File: src/rtl/instruction_fetch_buffer.sv
// Instruction fetch buffer: captures a program image into local memory, then
// streams it to the cpu through a 2-entry FIFO with branch redirect support.
//
// state | meaning
// IDLE  | waiting for a load word or start
// LOAD  | accepting program words into memory
// RUN   | fetching and presenting instructions
// DONE  | program exhausted; start re-runs from pc 0
module instruction_fetch_buffer #(
    parameter int DATA_WIDTH = 32,
    parameter int DEPTH      = 64,
    parameter int ADDR_WIDTH = 6
) (
    input  logic                  clock_in,
    input  logic                  reset_n_in,
    input  logic                  load_valid_in,
    input  logic [DATA_WIDTH-1:0] load_data_in,
    output logic                  load_ready_out,
    input  logic                  load_done_in,
    input  logic                  start_in,
    output logic [DATA_WIDTH-1:0] instruction_out,
    output logic [ADDR_WIDTH-1:0] instruction_pc_out,
    output logic                  instruction_valid_out,
    input  logic                  instruction_ready_in,
    input  logic                  redirect_valid_in,
    input  logic [ADDR_WIDTH-1:0] redirect_pc_in,
    output logic [1:0]            state_out,
    output logic [ADDR_WIDTH:0]   program_length_out
);
    typedef enum logic [1:0] {
        S_IDLE = 2'd0,
        S_LOAD = 2'd1,
        S_RUN  = 2'd2,
        S_DONE = 2'd3
    } state_t;

    localparam logic [ADDR_WIDTH:0] DEPTH_W = (ADDR_WIDTH+1)'(DEPTH);

    state_t                state, state_nxt;
    logic [ADDR_WIDTH:0]   prog_len;
    logic [ADDR_WIDTH:0]   fetch_pc;
    logic                  out_en;
    logic [DATA_WIDTH-1:0] mem [DEPTH];
    logic [DATA_WIDTH-1:0] rd_data;
    logic [ADDR_WIDTH-1:0] rd_pc;
    logic                  rd_pending;
    logic [DATA_WIDTH-1:0] q_data [2];
    logic [ADDR_WIDTH-1:0] q_pc [2];
    logic [1:0]            q_cnt;

    logic                  load_fire, start_go, run_redirect, flush;
    logic                  pop, push, issue, len_zero, fetch_done;
    logic [2:0]            occ;
    logic [ADDR_WIDTH-1:0] wr_addr;

    assign len_zero     = (prog_len == '0);
    assign fetch_done   = (fetch_pc >= prog_len);
    assign load_fire    = load_valid_in && load_ready_out;
    assign start_go     = start_in && !len_zero &&
                          ((state == S_IDLE && !load_fire) || state == S_DONE);
    assign run_redirect = (state == S_RUN) && redirect_valid_in;
    assign flush        = start_go || run_redirect;
    assign pop          = instruction_valid_out && instruction_ready_in;
    assign push         = rd_pending && !flush;
    // Occupancy after this cycle's pop, so a consumed slot can refill at once.
    assign occ          = {1'b0, q_cnt} + {2'b00, rd_pending} - {2'b00, pop};
    assign issue        = (state == S_RUN) && !redirect_valid_in && !fetch_done && (occ < 3'd2);
    assign wr_addr      = (state == S_IDLE) ? '0 : prog_len[ADDR_WIDTH-1:0];

    always_ff @(posedge clock_in or negedge reset_n_in) begin
        if (!reset_n_in) state <= S_IDLE;
        else             state <= state_nxt;
    end

    always_comb begin
        state_nxt = state;
        case (state)
            S_IDLE: begin
                if (load_fire)     state_nxt = load_done_in ? S_IDLE : S_LOAD;
                else if (start_in) state_nxt = len_zero ? S_DONE : S_RUN;
            end
            S_LOAD: if (load_done_in) state_nxt = S_IDLE;
            S_RUN: begin
                if (!redirect_valid_in && fetch_done && q_cnt == 2'd0 && !rd_pending)
                    state_nxt = S_DONE;
            end
            S_DONE: if (start_in) state_nxt = len_zero ? S_DONE : S_RUN;
            default: state_nxt = S_IDLE;
        endcase
    end

    always_comb begin
        load_ready_out        = out_en && (state == S_IDLE || (state == S_LOAD && prog_len < DEPTH_W));
        instruction_valid_out = (q_cnt != 2'd0);
    end

    assign state_out          = state;
    assign program_length_out = prog_len;
    assign instruction_out    = q_data[0];
    assign instruction_pc_out = q_pc[0];

    // Program memory is deliberately left out of reset.
    always_ff @(posedge clock_in) begin
        if (load_fire) mem[wr_addr] <= load_data_in;
        if (issue)     rd_data <= mem[fetch_pc[ADDR_WIDTH-1:0]];
    end

    always_ff @(posedge clock_in or negedge reset_n_in) begin
        if (!reset_n_in) begin
            out_en     <= 1'b0;
            prog_len   <= '0;
            fetch_pc   <= '0;
            rd_pending <= 1'b0;
            rd_pc      <= '0;
            q_cnt      <= '0;
            q_data[0]  <= '0;
            q_data[1]  <= '0;
            q_pc[0]    <= '0;
            q_pc[1]    <= '0;
        end else begin
            out_en     <= 1'b1;
            rd_pending <= issue;
            if (issue) rd_pc <= fetch_pc[ADDR_WIDTH-1:0];
            if (load_fire) prog_len <= (state == S_IDLE) ? (ADDR_WIDTH+1)'(1) : prog_len + 1'b1;

            if (start_go)          fetch_pc <= '0;
            else if (run_redirect) fetch_pc <= {1'b0, redirect_pc_in};
            else if (issue)        fetch_pc <= fetch_pc + 1'b1;

            if (flush) begin
                q_cnt <= '0;
            end else begin
                case ({push, pop})
                    2'b10: begin
                        if (q_cnt == 2'd0) begin
                            q_data[0] <= rd_data;
                            q_pc[0]   <= rd_pc;
                        end else begin
                            q_data[1] <= rd_data;
                            q_pc[1]   <= rd_pc;
                        end
                        q_cnt <= q_cnt + 2'd1;
                    end
                    2'b01: begin
                        q_data[0] <= q_data[1];
                        q_pc[0]   <= q_pc[1];
                        q_cnt     <= q_cnt - 2'd1;
                    end
                    2'b11: begin
                        if (q_cnt == 2'd1) begin
                            q_data[0] <= rd_data;
                            q_pc[0]   <= rd_pc;
                        end else begin
                            q_data[0] <= q_data[1];
                            q_pc[0]   <= q_pc[1];
                            q_data[1] <= rd_data;
                            q_pc[1]   <= rd_pc;
                        end
                    end
                    default: ;
                endcase
            end
        end
    end
endmodule

File: config.mk
export PLATFORM = sky130hd
export DESIGN_NAME = instruction_fetch_buffer
export DESIGN_NICKNAME = d
export VERILOG_FILES = /design/src/rtl/instruction_fetch_buffer.sv
export SDC_FILE = /design/constraint.sdc
export NUM_CORES = 2
export LEC_CHECK = 0
export BUFFER_PORTS_ARGS = -buffer_cell sky130_fd_sc_hd__buf_4
export CAP_MARGIN = 20
export CORE_ASPECT_RATIO = 0.9
export CORE_MARGIN = 4
export CORE_UTILIZATION = 43
export CTS_CLUSTER_DIAMETER = 200
export DETAILED_ROUTE_END_ITERATION = 10
export SYNTH_ARGS = -nofsm -noshare
export SYNTH_HDL_FRONTEND = slang
export SYNTH_SLANG_ARGS = --single-unit
File: constraint.sdc
create_clock -name clock_in -period 5.5 [get_ports clock_in]
set_clock_uncertainty 0.1 [all_clocks]
set_input_delay 1.1 -clock clock_in [delete_from_list [all_inputs] [get_ports clock_in]]
set_output_delay 1.1 -clock clock_in [all_outputs]
set_load 0.1 [all_outputs]
Word-level counts from Yosys, hierarchy flattened
Memories as Yosys holds them, arrays and structs flattened. A register that Yosys moved wholly into a read port is not among the register bits.
Index checks and enable logic that the tools add are counted.
Operators by class
  add/sub/neg operators: 6
  order comparisons: 3
  equality and inequality tests: 12
  muxes and demuxes: 28
  bitwise gates (word level): 1
  reductions and logical operators: 35
Operator list (count)
  $mux W32: 4
  $pmux W32 S3: 1
  $pmux W32 S2: 1
  $mux W6: 5
  $mux W7: 4
  $pmux W6 S3: 1
  $logic_and A1 B1 Y1: 15
  $add A7 B1 Y7 const B: 2
  $pmux W6 S2: 1
  $mux W2: 5
  $reduce_bool A3 Y1: 3
  $eq A2 B2 Y1 const B: 4
  $ne A2 B2 Y1 const B: 4
  $pmux W2 S4: 1
  $ge A7 B7 Y1: 1
  $logic_not A7 Y1: 1
  $lt A7 B7 Y1 const B: 1
  $eq A2 B1 Y1 const B: 3
  $logic_not A1 Y1: 6
  $logic_not A2 Y1: 2
  $mux W1: 4
  $pmux W2 S2: 1
  $reduce_and A4 Y1: 1
  $reduce_bool A2 Y1: 2
  other kinds (10): 12
Word-level totals
  flip-flop bits (word level): 102
  memory bits (writable): 2048
  input port bits: 45
  output and inout bits: 49
  word-level logic and storage cells: 97
  memories: 1
Memory list
  mem: words 64, bits a word 32, read ports 1, clocked after Yosys merged registers in 1, wr ports 1, RTL line 43  | logic [DATA_WIDTH-1:0] mem [DEPTH];

Logic depth before layout (Yosys ltp)
  depth in word-level cells: 15
  depth in mapped cells: 15
  mapped depth without buffers: 14

Worst setup path after synthesis
OpenSTA, ideal clock, no wires.
  kind: register -> register
  start: register state[0], in the netlist state_out[0]
  end: memory mem[63][0], enable pin
  arrival: 4270 ps
  required time: 4979 ps
  slack: 709 ps
  cell stages (with the launch flop): 8
  buffers on the path: 1
  clock period less this slack: 4791 ps
  cells stage by stage: dfrtp_1 > buf_2 > inv_1 > o211a_1 > nand2_1 > nor3_1 > nand3_1 > nor2_1
On the way
  cells in the longest elaborated chain, start to end: 7
Ends and longest elaborated chain
  start: declaration: RTL line 39  | state_t state, state_nxt;
  start signal: assignment: RTL line 72  | else state <= state_nxt;
  $eq A2 B1 Y1: RTL line 93  | load_ready_out = out_en && (state == S_IDLE || (state == S_LOAD && prog_len < DEPTH_W));
  $logic_and A1 B1 Y1: RTL line 93
  $logic_or A1 B1 Y1 *: RTL line 93
  $logic_and A1 B1 Y1 *: RTL line 93
  net load_ready_out: RTL line 18  | output logic load_ready_out,
  $logic_and A1 B1 Y1 *: RTL line 58  | assign load_fire = load_valid_in && load_ready_out;
  $mux W1 *: RTL line 104  | if (load_fire) mem[wr_addr] <= load_data_in;
  $mux W1 (not written as such) *: RTL line 104
  end: declaration: RTL line 43
Mark *: on every way through the listed nets, which the timed path passes. The rest lies on a longest branch.

Worst setup path in the final report
  start: register q_cnt[1]
  end: register fetch_pc[2]
On the way
  cells in the longest elaborated chain, start to end: 6
Ends and longest elaborated chain
  start: declaration: RTL line 49  | logic [1:0] q_cnt;
  start signal: assignment: RTL line 142  | q_cnt <= q_cnt + 2'd1;
  start signal: assignment: RTL line 147  | q_cnt <= q_cnt - 2'd1;
  branches (longest 2 deep; another with $add A2 B1 Y3)
  $sub A3 B1 Y3 *: RTL line 66  | assign occ = {1'b0, q_cnt} + {2'b00, rd_pending} - {2'b00, pop};
  $lt A3 B2 Y1 *: RTL line 67  | assign issue = (state == S_RUN) && !redirect_valid_in && !fetch_done && (occ < 3'd2);
  $logic_and A1 B1 Y1 *: RTL line 67
  net issue: RTL line 52  | logic pop, push, issue, len_zero, fetch_done;
  $reduce_bool A3 Y1 (no source line) *
  end signal: assignment: RTL line 127  | else if (run_redirect) fetch_pc <= {1'b0, redirect_pc_in};
  end signal: assignment: RTL line 128  | else if (issue) fetch_pc <= fetch_pc + 1'b1;
  end: declaration: RTL line 41  | logic [ADDR_WIDTH:0] fetch_pc;
Mark *: on every way through the listed nets, which the timed path passes.
A chain may end at the register's enable or synchronous reset.

==> results.json <==
{
  "clkPwrFrac": 0.291,
  "die_height_um": 428,
  "cts_setup_buffers": 0,
  "r2r-start": "q_cnt[1]",
  "layout.nets": 4276,
  "area_delta_synth_final_pct": 13.4,
  "ys.flop_type": "edfxtp_1",
  "avgSynthCellArea_um2": 21.2,
  "maxCapViolations": 0,
  "cp-start-kind": "flop",
  "die_w_um": 475,
  "cts_root_buf": "clkbuf_16",
  "setup_tns_ps": 0,
  "initial_core_util": 0.434,
  "worst_pin_slew_ps": 1180,
  "worstRegToRegCells": 15,
  "grt_first_pass_wirelength_um": 320000,
  "async_reset_ff_frac": 0.0467,
  "maxSlewViolCount": 0,
  "num_rows": 153,
  "numCtsBuffers": 214,
  "drt_pass1_iterations": 5,
  "seqCellArea_um2": 65000,
  "cts.sinks": 2182,
  "io_pins": 94,
  "pwr-share-seq": 0.404,
  "yosys.area_share.simple": 0.0234,
  "synthAdderAreaFrac": 0.00217,
  "drt-initial-drc-count": 5047,
  "status": "completed",
  "ys_warn_count": 0,
  "overflow": 0,
  "powerDensity_nw_per_um2": 502,
  "drive_above_1_share": 0.272,
  "hp-class": "input pin to asynchronous set/reset pin",
  "p_int_w": 0.0321,
  "synth_cells": 3982,
  "wl_per_cell_um": 32.3,
  "vdd.ir_drop.worst_mv": 0.412,
  "clk_pin_slew_ps": 60,
  "relSlewSlack": 0.212,
  "end_kind": "flop",
  "grt_usage": 0.221,
  "swShare": 0.331,
  "cts_tree": "built",
  "p_sw_w": 0.0159,
  "die-area_um2": 203000,
  "critPathSlowestCell": "a311o_1",
  "grt_max_degree": 75,
  "hold_ws_ps": 132,
  "postRouteAntennaNets": 0,
  "cts_hold_buf": 0,
  "multi_input_area_um2": 18300,
  "clk-insertion-delay-late_ps": 830,
  "ctsResizeCount": 0,
  "r2r-end": "fetch_pc[2]",
  "cts-htree-levels": 4,
  "fin_crit_sh": 0.750,
  "slowest_delay_ps": 510,
  "worstPathArrival_ps": 4710,
  "rsz0062_at_grt": "no",
  "synthMuxAreaShare": 0.156,
  "power_frac_comb": 0.305,
  "max_freq_mhz": 242,
  "synth_top_family_by_area": "multiplexers",
  "vias": 41859,
  "gp_congestion": 0.886,
  "finalWirelength_um": 225000,
  "reg2reg_slack_ps": 1380,
  "cts_max_path_buffers": 3,
  "synth-xor-area-share": 0.000519,
  "final.fill_count": 15617,
  "min_period_ps": 4120,
  "portBuffers": 93,
  "crit_path_frequent_cell": "inv_1",
  "syn_area_um2": 84300,
  "synth-seq-cells": 2182,
  "synth_compound_area_frac": 0.0286,
  "hold_viol": 0,
  "dp_hpwl_um": 130000,
  "drt-vias-per-instance": 6.02,
  "critPathRequiredTime_ps": 6090,
  "drc_errors": 0,
  "path_cells": "inv_1, ha_1, inv_1, nand2_1, inv_1, ha_1, nor2b_1, fa_1, nor2_1, nand3_1, a311o_1, inv_1, buf_4, a21o_1, a311oi_1",
  "antenna_found_initial": 10,
  "grt_pass1_vias": 41519,
  "yosysUniqueCellTypes": 60,
  "synth_edf_count": 2080,
  "total_leakage_power_nw": 30.4,
  "finalSetupViolations": 0,
  "ys_seq_area_frac": 0.771,
  "worstSetupPathType": "flop to flop",
  "core_area_um2": 194000,
  "crit_fanout": 34,
  "synth_nets": 4041
}
## cell usage after synthesis (all sizes together) (13+ instances only)
cell type,number,share of area
edfxtp,2080,0.74
mux4,507,0.14
nand2,204,0.0091
buf,184,0.014
nor2,140,0.0062
mux2i,122,0.014
a21oi,104,0.0062
dfrtp,102,0.030
clkbuf,65,0.0029
nand3,56,0.0034
o21ai,49,0.0029
mux2,47,0.0063
a22oi,40,0.0036
a211oi,39,0.0035
o22ai,35,0.0026
a31oi,29,0.0022
nor2b,28,0.0021
a22o,21,0.0022
inv,20,0.00089
ha,13,0.0019
## sequential cells by signal (all words and copies together) (netlist names)
register,cells
q_cnt,2
rd_data,32
q_data,32
out_en,1
rd_pending,1
instruction_out,32
rd_pc,6
fetch_pc,7
instruction_pc_out,6
mem,2048
program_length_out,7
state_out,2
q_pc,6
## routing by layer
metal | share of wire | global-route usage | vias to the layer above
met4 | 0.025 | 0.0571 | 0
met5 | 0 | 0 | -
li1 | - | - | 16995
met3 | 0.090 | 0.0474 | 303
met1 | 0.42 | 0.327 | 22626
met2 | 0.47 | 0.337 | 1935
## cells by family after synthesis
| logic type | Yosys count |
|---|---|
| buf+inv | 270 |
| mux | 676 |
| xor+xnor | 5 |
| compound gates | 372 |
| simple gates | 462 |
| flops | 2182 |
| fa+ha+maj | 14 |
| other cells | 1 |
## final cells by class
type                            instances  area share
Sequential cell                      2182       0.680
Clock buffer                          263      0.0590
Timing Repair Buffer                  268      0.0244
Antenna cell                           10    0.000262
Clock inverter                        126      0.0104
Tap cell                             2557      0.0335
Multi-Input combinational cell       1530       0.192
Inverter                               21    0.000850
## per-stage QoR
| stage | power [W] | area, µm² | setup WS (ps) | std cells | util |
|---|---|---|---|---|---|
| finish | 0.0480 | 95600 | 1380 | 6957 | 0.493 |
| global route | 0.0498 | 95600 | 1040 | 6947 | 0.493 |
| CTS | 0.0483 | 95600 | 1360 | 6946 | 0.492 |
| detailed placement | 0.0344 | 89000 | 1080 | 6557 | 0.458 |
| global placement | 0.0343 | 88900 | 994 | 6555 | 0.458 |
| floorplan | 0.0291 | 84300 | 709 | 3982 | - |
## power by group through the flow
stage	combinational, W	clock (W)	sequential, W
floorplan	0.00983	0	0.0193
global placement	0.0146	0	0.0197
detailed placement	0.0147	0	0.0197
CTS	0.0147	0.0142	0.0194
global route	0.0154	0.0150	0.0194
finish	0.0147	0.0140	0.0194
## worst max-delay path: cells and delay by family, from the launching register on
kind | cells | cell delay [ps]
fa+ha+maj | 3 | 960
simple gates | 4 | 630
compound gates | 3 | 810
buf+inv | 5 | 1050
flops | 1 | 430
## cell usage in the layout (no fill, tap or decap), types with 18 or more instances in the layout
master / synthesis / final
edfxtp_1: 2080 / 2080
mux4_2: 507 / 507
buf_4: 70 / 242
clkbuf_16: 0 / 219
nand2_1: 204 / 204
mux2i_1: 122 / 122
a21oi_1: 104 / 103
dfrtp_1: 102 / 98
nor2_1: 140 / 70
nor2_4: 0 / 66
clkinv_1: 1 / 59
nand3_1: 55 / 54
mux2_2: 44 / 44
clkbuf_1: 65 / 44
o21ai_0: 42 / 42
a22oi_1: 40 / 40
a211oi_1: 39 / 39
clkinv_2: 0 / 39
o22ai_1: 35 / 35
a31oi_1: 29 / 28
nor2b_1: 28 / 27
buf_12: 0 / 24
a22o_1: 21 / 21
inv_1: 19 / 18
## how the worst max path moves through the flow
stage,start,to,slack (ps),depth (start not counted)
after floorplan,state_out[0],mem[63][0],710,7
after global placement,instruction_ready_in,fetch_pc[2],990,13
after detailed placement,instruction_ready_in,fetch_pc[2],1080,13
after CTS,fetch_pc[0],rd_data[25],1360,8
after global routing,q_cnt[1],fetch_pc[2],1040,15
final,q_cnt[1],fetch_pc[2],1380,15
(Power assumes the default switching activity.)
